<file path="config.mk">
export PLATFORM = sky130hd
export DESIGN_NAME = fp_mul_seq
export DESIGN_NICKNAME = d
export VERILOG_FILES = /design/src/rtl/fp_mul_seq.sv
export SDC_FILE = /design/constraint.sdc
export NUM_CORES = 1
export LEC_CHECK = 0
export CAP_MARGIN = 20
export CORE_MARGIN = 4
export CORE_UTILIZATION = 30
export DETAILED_ROUTE_END_ITERATION = 16
export PLACE_DENSITY_LB_ADDON = 0.25
export SYNTH_ARGS = -nofsm -noshare
export SYNTH_HDL_FRONTEND = slang
export SYNTH_SLANG_ARGS = --single-unit
</file>
<file path="constraint.sdc">
create_clock -name clk -period 2.3 [get_ports clk]
set_input_delay 0.23 -clock clk [delete_from_list [all_inputs] [get_ports clk]]
set_output_delay 0.23 -clock clk [all_outputs]
set_load 0.01 [all_outputs]
</file>
<file path="src/rtl/fp_mul_seq.sv">
// fp_mul_seq: sequential binary32 multiplier with shift-add mantissa loop and valid/ready handshakes
module fp_mul_seq #(
  parameter int MANT_W = 24,
  parameter int BIAS   = 127
) (
  input  logic        clk,
  input  logic        rst,
  input  logic        in_valid,
  output logic        in_ready,
  input  logic [31:0] A,
  input  logic [31:0] B,
  output logic        out_valid,
  input  logic        out_ready,
  output logic [31:0] result,
  output logic        overflow,
  output logic        underflow,
  output logic        invalid,
  output logic        busy
);
  localparam int CW = $clog2(MANT_W);
  typedef enum logic [1:0] {IDLE, MULT, NORM, DONE} state_t;
  state_t r_state, w_next;
  logic               r_sign, r_ovf, r_unf, r_inv;
  logic signed [9:0]  r_exp;
  logic [MANT_W-1:0]  r_mcand, r_mplier, r_acc;
  logic [CW-1:0]      r_cnt;
  logic [31:0]        r_result;
  logic [7:0]         w_ea, w_eb;
  logic               w_za, w_zb, w_ia, w_ib, w_na, w_nb, w_sign, w_special, w_inv, w_accept, w_last;
  logic [31:0]        w_spec_res, w_norm_res;
  logic signed [9:0]  w_exp, w_en;
  logic [MANT_W:0]    w_sum;
  logic [2*MANT_W-1:0] w_prod;
  logic [22:0]        w_frac;
  logic               w_ovf, w_unf;
  assign w_ea       = A[30:23];
  assign w_eb       = B[30:23];
  assign w_za       = w_ea == 8'h00;
  assign w_zb       = w_eb == 8'h00;
  assign w_ia       = w_ea == 8'hFF && A[22:0] == 23'd0;
  assign w_ib       = w_eb == 8'hFF && B[22:0] == 23'd0;
  assign w_na       = w_ea == 8'hFF && A[22:0] != 23'd0;
  assign w_nb       = w_eb == 8'hFF && B[22:0] != 23'd0;
  assign w_sign     = A[31] ^ B[31];
  assign w_special  = w_za | w_zb | (w_ea == 8'hFF) | (w_eb == 8'hFF);
  assign w_inv      = w_na | w_nb | (w_ia & w_zb) | (w_za & w_ib);
  assign w_spec_res = w_inv ? 32'h7FC00000 : (w_ia | w_ib) ? {w_sign, 8'hFF, 23'd0} : {w_sign, 31'd0};
  // Ten bits keep the full range of Ea+Eb-BIAS so overflow/underflow are judged before packing
  assign w_exp      = {2'b00, w_ea} + {2'b00, w_eb} - 10'(BIAS);
  assign w_accept   = in_valid & in_ready;
  assign w_last     = r_cnt == CW'(MANT_W - 1);
  assign w_sum      = {1'b0, r_acc} + (r_mplier[0] ? {1'b0, r_mcand} : '0);
  assign w_prod     = {r_acc, r_mplier};
  assign w_frac     = w_prod[2*MANT_W-1] ? w_prod[2*MANT_W-2 -: 23] : w_prod[2*MANT_W-3 -: 23];
  assign w_en       = r_exp + {9'd0, w_prod[2*MANT_W-1]};
  assign w_ovf      = w_en >= 10'sd255;
  assign w_unf      = w_en <= 10'sd0;
  assign w_norm_res = w_ovf ? {r_sign, 8'hFF, 23'd0} : w_unf ? {r_sign, 31'd0} : {r_sign, w_en[7:0], w_frac};
  always_comb begin
    w_next = r_state;
    w_next = r_state == IDLE ? (w_accept ? (w_special ? DONE : MULT) : IDLE)
           : r_state == MULT ? (w_last ? NORM : MULT)
           : r_state == NORM ? DONE
           : (out_ready ? IDLE : DONE);
  end
  always_ff @(posedge clk) begin
    if (rst) begin
      r_state  <= IDLE;
      r_sign   <= 1'b0;
      r_exp    <= '0;
      r_mcand  <= '0;
      r_mplier <= '0;
      r_acc    <= '0;
      r_cnt    <= '0;
      r_result <= '0;
      r_ovf    <= 1'b0;
      r_unf    <= 1'b0;
      r_inv    <= 1'b0;
    end else begin
      r_state <= w_next;
      if (r_state == IDLE && w_accept) begin
        r_sign   <= w_sign;
        r_exp    <= w_exp;
        r_mcand  <= {1'b1, A[MANT_W-2:0]};
        r_mplier <= {1'b1, B[MANT_W-2:0]};
        r_acc    <= '0;
        r_cnt    <= '0;
        if (w_special) begin
          r_result <= w_spec_res;
          r_inv    <= w_inv;
        end
      end
      if (r_state == MULT) begin
        r_acc    <= w_sum[MANT_W:1];
        r_mplier <= {w_sum[0], r_mplier[MANT_W-1:1]};
        r_cnt    <= r_cnt + 1'b1;
      end
      if (r_state == NORM) begin
        r_result <= w_norm_res;
        r_ovf    <= w_ovf;
        r_unf    <= ~w_ovf & w_unf;
      end
      if (r_state == DONE && out_ready) begin
        r_result <= '0;
        r_ovf    <= 1'b0;
        r_unf    <= 1'b0;
        r_inv    <= 1'b0;
      end
    end
  end
  assign in_ready  = (r_state == IDLE) & ~rst;
  assign out_valid = r_state == DONE;
  assign busy      = r_state != IDLE;
  assign result    = r_result;
  assign overflow  = r_ovf;
  assign underflow = r_unf;
  assign invalid   = r_inv;
endmodule

</file>
== After elaboration in Yosys (flattened, before gate mapping) ==
Cells that the tools add are included.

* Add/subtract/negate cells: 5
* $lt $le $gt $ge: 2
* Eq/ne operators: 6
* Multiplexer cells: 22
* Bitwise operators: 15
* Reduce and logical (&&, ||, !) cells: 20

{| class="wikitable"
|+ Operator list
! cell !! count
|-
| $mux W32 || 4
|-
| $mux W24 || 5
|-
| $mux W31 || 3
|-
| $logic_not A23 Y1 || 2
|-
| $reduce_bool A23 Y1 || 2
|-
| $add A24 B24 Y25 || 1
|-
| $mux W23 || 1
|-
| $eq A8 B8 Y1 const B || 2
|-
| $logic_not A8 Y1 || 2
|-
| $mux W2 || 7
|-
| $add A10 B1 Y10 || 1
|-
| $ge A10 B9 Y1 const B || 1
|-
| $le A10 B1 Y1 const B || 1
|-
| $mux W5 || 2
|-
| $sub A9 B7 Y10 const B || 1
|-
| $add A8 B8 Y9 || 1
|-
| $reduce_bool A2 Y1 || 4
|-
| $or A1 B1 Y1 || 7
|-
| $logic_and A1 B1 Y1 || 6
|-
| $add A5 B1 Y5 const B || 1
|-
| $and A1 B1 Y1 || 5
|-
| $eq A5 B5 Y1 const B || 1
|-
| $eq A2 B2 Y1 const B || 2
|-
| $reduce_and A2 Y1 || 2
|-
| other kinds (5) || 6
|}

* Bits in registers: 125
* Input bits: 68
* Output and inout port bits: 38
* Word-level logic and storage cells: 81

== Depth between registers and ports, before layout ==
* Depth after elaboration: 9
* Mapped depth: 12
* Depth with buffers taken out: 12

== Worst setup path after synthesis ==
No wires, ideal clock.

* Path type: register -> register
* Start point: register r_mplier[0]
* End point: register r_acc[18]
* Setup time: 129 ps
* Arrival time: 2343 ps
* Data required time: 2171 ps
* Path slack: -172 ps
* Cell stages (with the launch flop): 12
* Buffers on the path: 1
* Period minus slack after synthesis: 2472 ps
* Path through: dfxtp_1 clkbuf_1 nand2_1 inv_1 ha_1 a211oi_1 o21ai_0 a31oi_1 a31oi_1 a31oi_1 xor2_1 o21ai_0

* Cells in the longest elaborated chain, start to end: 3

{| class="wikitable"
|+ RTL lines
! element !! RTL line !! text
|-
| start: declaration || 25 || <nowiki>logic [MANT_W-1:0] r_mcand, r_mplier, r_acc;</nowiki>
|-
| start signal: assignment || 85 || <nowiki>r_mplier <= {1'b1, B[MANT_W-2:0]};</nowiki>
|-
| start signal: assignment || 95 || <nowiki>r_mplier <= {w_sum[0], r_mplier[MANT_W-1:1]};</nowiki>
|-
| $mux W24 || 52 || <nowiki>assign w_sum = {1'b0, r_acc} + (r_mplier[0] ? {1'b0, r_mcand} : '0);</nowiki>
|-
| $add A24 B24 Y25 || 52 ||
|-
| $mux W24 || 93 || <nowiki>if (r_state == MULT) begin</nowiki>
|-
| end signal: assignment || 94 || <nowiki>r_acc <= w_sum[MANT_W:1];</nowiki>
|-
| end: declaration || 25 ||
|}

No other way between the ends.
A chain may end at the register's enable or synchronous reset.

== Worst setup path in the final report ==
* Start point: register r_mplier[0]
* End point: register r_acc[13]

Same word-level chain as after synthesis.

==> implementation parameters <==
Parameter                              Value

Logic synthesis
  Register area share after synthesis    35.3%
  Synth top area share    35.3%
  Dominant register cell in the synthesized netlist    sky130_fd_sc_hd__dfxtp_1
  Synthesized netlist net count    983
  Post-Syn Area per Cell    8.14 um^2
  FF+latch count, synth    125
  Count of mapped cells out of synthesis    871
  Asr flop ratio synth    0%
  Top cells by area in the synthesized netlist    sky130_fd_sc_hd__dfxtp_1 (35%), sky130_fd_sc_hd__nand2_1 (9.1%), sky130_fd_sc_hd__ha_1 (7.4%)
  Summed instance area of the synthesized netlist    7090 um^2
  Cell variety after synth    66
  Number of synthesized flops with an enable pin    0
  Largest area contributor in the netlist    sky130_fd_sc_hd__dfxtp_1
  Syn. warnings    0

Finish
  Final cell utilization of the core    45.0%
  Relative area change from synthesis to final layout    45.4%
  Number of fillers in the final layout    2262
  Number of antenna repair diodes    0
  Fraction of layout instances using a drive strength above 1    21.8%
  Post-route standard cell area excluding fillers    10300 um^2
  Layout net count    1166
  Most common cell after layout, fill and taps aside    sky130_fd_sc_hd__nand2_1
  Most frequent cells in the layout    sky130_fd_sc_hd__nand2_1 (168), sky130_fd_sc_hd__dfxtp_1 (122), sky130_fd_sc_hd__clkdlybuf4s50_1 (102)

Floorplanning
  IO Pins    106
  Overall die width    162 um
  Floorplan core area    22900 um^2
  Row cnt    55
  Initial Util    30.9%
  Die span in y    162 um
  Area of the die    26100 um^2

Placed design
  Area after DPL    9170 um^2
  Port bufs    105
  Post-place setup slack    -0.461 ns
  Routability Congestion    0.852
  Final HPWL from detailed placement    14800 um

Worst setup path
  Worst r2r path cells    10
  Crit path DAT    2.75 ns
  Worst Path Max Fanout    8
  Classification of the worst setup path    reg2reg
  Data required, critical path    2.61 ns
  Capturing element type of the critical path    register
  Setup crit start kind    register

Timing
  Max-slew headroom    47.3%
  Worst Slack Setup Final    -0.144 ns
  Final critical-path required period    2.44 ns
  Final setup vio count    31
  Clock skew    0.0103 ns
  Setup repair after global routing missed its margin    true
  Fmax    409 MHz
  Final Max Slew Viols    0
  Worst-case hold slack    0.332 ns
  Final worst-path cycle share    106%
  Slew of the pin with the lowest slew margin    0.790 ns
  Final number of hold-violating endpoints    0

GRT
  Vias in the first global route    6662
  Total congestion overflow after global routing    0
  Overall global routing resource usage    15.6%
  Global-route wire length before repair    33500 um
  Largest net degree at the start of global routing    78
  Antenna violations before repair    0

Clocking
  Number of clock sinks    125
  H-tree lvl count    4
  Root Buffer Master    sky130_fd_sc_hd__clkbuf_16
  Latest clock arrival within the worst-skew pair    0.42 ns
  TritonCTS Buffers    17
  Clock slew at reported path FFs    0.06 ns
  Clock tree from TritonCTS    done
  Worst-case clock buffer depth    2

Route
  Number of optimization iterations in the first detailed-route pass    5
  Count of vias placed by the detailed router    6878
  Starting DRT DRC Count    353
  Routed via count divided by cell count    4.98
  Number of nets with antenna violations after routing    0
  DRC violation count after routing    0
  Total wire length    21100 um
  Post-DR wirelength/cell    15.3 um

Flow run
  Reported max-cap violation count    0

Outcome
  Outcome    finished with violations
  Violations in the final reports    negative setup slack

Hold path
  Path category of the worst min-delay check    in2reg
  Number of cells on the worst hold path    3

Pwr
  Maximum ir drop on the vdd rail    0.303 mV
  Power density relative to cell area    595 nW/um^2
  Leak pwr    0.00404 uW
[layer usage]
layer  GRT usage [%]  part of all wire (%)  wire [um]
met1            20.7                    47       9940
met2            26.1                    47       9900
met3            3.25                   4.4        932
met4            4.15                   1.3        276
met5               0                     0          0
[synth_stat cells, drive strengths merged, types with 5 or more instances]
master	count
inv	17
a31oi	11
a211oi	9
o21ai	68
a21o	8
dfxtp	125
a311oi	26
or3	5
nand3b	30
xor2	11
nor4	15
nand4	10
a221o	7
clkbuf	38
and3	5
buf	8
nor3	14
nand2b	9
and2	26
ha	42
a21oi	30
nor2	68
mux2i	24
xnor2	20
nand3	23
nand2	172
[stage by stage]
| step | cells | power (uW) | TNS [ns] |
|---|---|---|---|
| 2_1_floorplan | 871 | 3000 | 0 |
| 3_3_place_gp | 1336 | 3430 | -6.77 |
| 3_5_place_dp | 1336 | 3430 | -7.30 |
| 4_1_cts | 1371 | 6150 | -3.96 |
| 5_1_grt | 1380 | 6400 | -4.41 |
| 6_report | 1380 | 6130 | -1.53 |
[cell families after synthesis]
family / share of synthesized area (%)
flops: 35.3
simple gates: 26.3
compound gates: 19.3
mux: 3.55
buf+inv: 3.74
fa+ha+maj: 7.98
xor+xnor: 3.83
[worst max-delay path: stages, from the launching register on]
cell and delay [ns]:
sky130_fd_sc_hd__dfxtp_2 0.33, sky130_fd_sc_hd__buf_6 0.13, sky130_fd_sc_hd__and2_4 0.14, sky130_fd_sc_hd__ha_4 0.23, sky130_fd_sc_hd__o211ai_1 0.26, sky130_fd_sc_hd__a21oi_4 0.05, sky130_fd_sc_hd__o41a_1 0.41, sky130_fd_sc_hd__a211oi_4 0.38
sky130_fd_sc_hd__buf_4 0.18, sky130_fd_sc_hd__xor2_1 0.15, sky130_fd_sc_hd__o21ai_1 0.07
[layout make-up]
| class | instances | area (um^2) | area share [%] |
|---|---|---|---|
| Multi-Input combinational cell | 683 | 4800 | 46.6 |
| Sequential cell | 125 | 2510 | 24.4 |
| Timing Repair Buffer | 210 | 1950 | 19.0 |
| Clock buffer | 22 | 464 | 4.51 |
| Tap cell | 313 | 392 | 3.80 |
| Clock inverter | 10 | 115 | 1.12 |
| Inverter | 17 | 66.3 | 0.644 |
[registers in the layout, summed over array words and instances, names as in the netlist, 2 cells and up]
signal,flops
result,32
r_acc,24
r_mcand,24
r_mplier,24
r_exp,10
r_cnt,5
r_state,2
[report_power, final]
group | internal [uW] | switching, uW
logic | 512 | 537
clock network | 1650 | 1020
registers | 2300 | 105
total | 4460 | 1670
[final timing paths]
kind | startpoint | to | slack, ns
setup / recovery | r_mplier[0] | r_acc[13] | -0.14
hold / removal | rst | result[22] | 0.33
setup reg to reg | r_mplier[0] | r_acc[13] | -0.14
hold reg to reg | result[12] | result[12] | 0.45
[what timing repair did]
action,in CTS,in global routing
cloned,0,1
resized for setup,38,59
setup endpoints to repair,45,51
pin swaps,17,52
buffers inserted,3,9
hold buffers,0,0
Power figures use the tool's default switching activity.
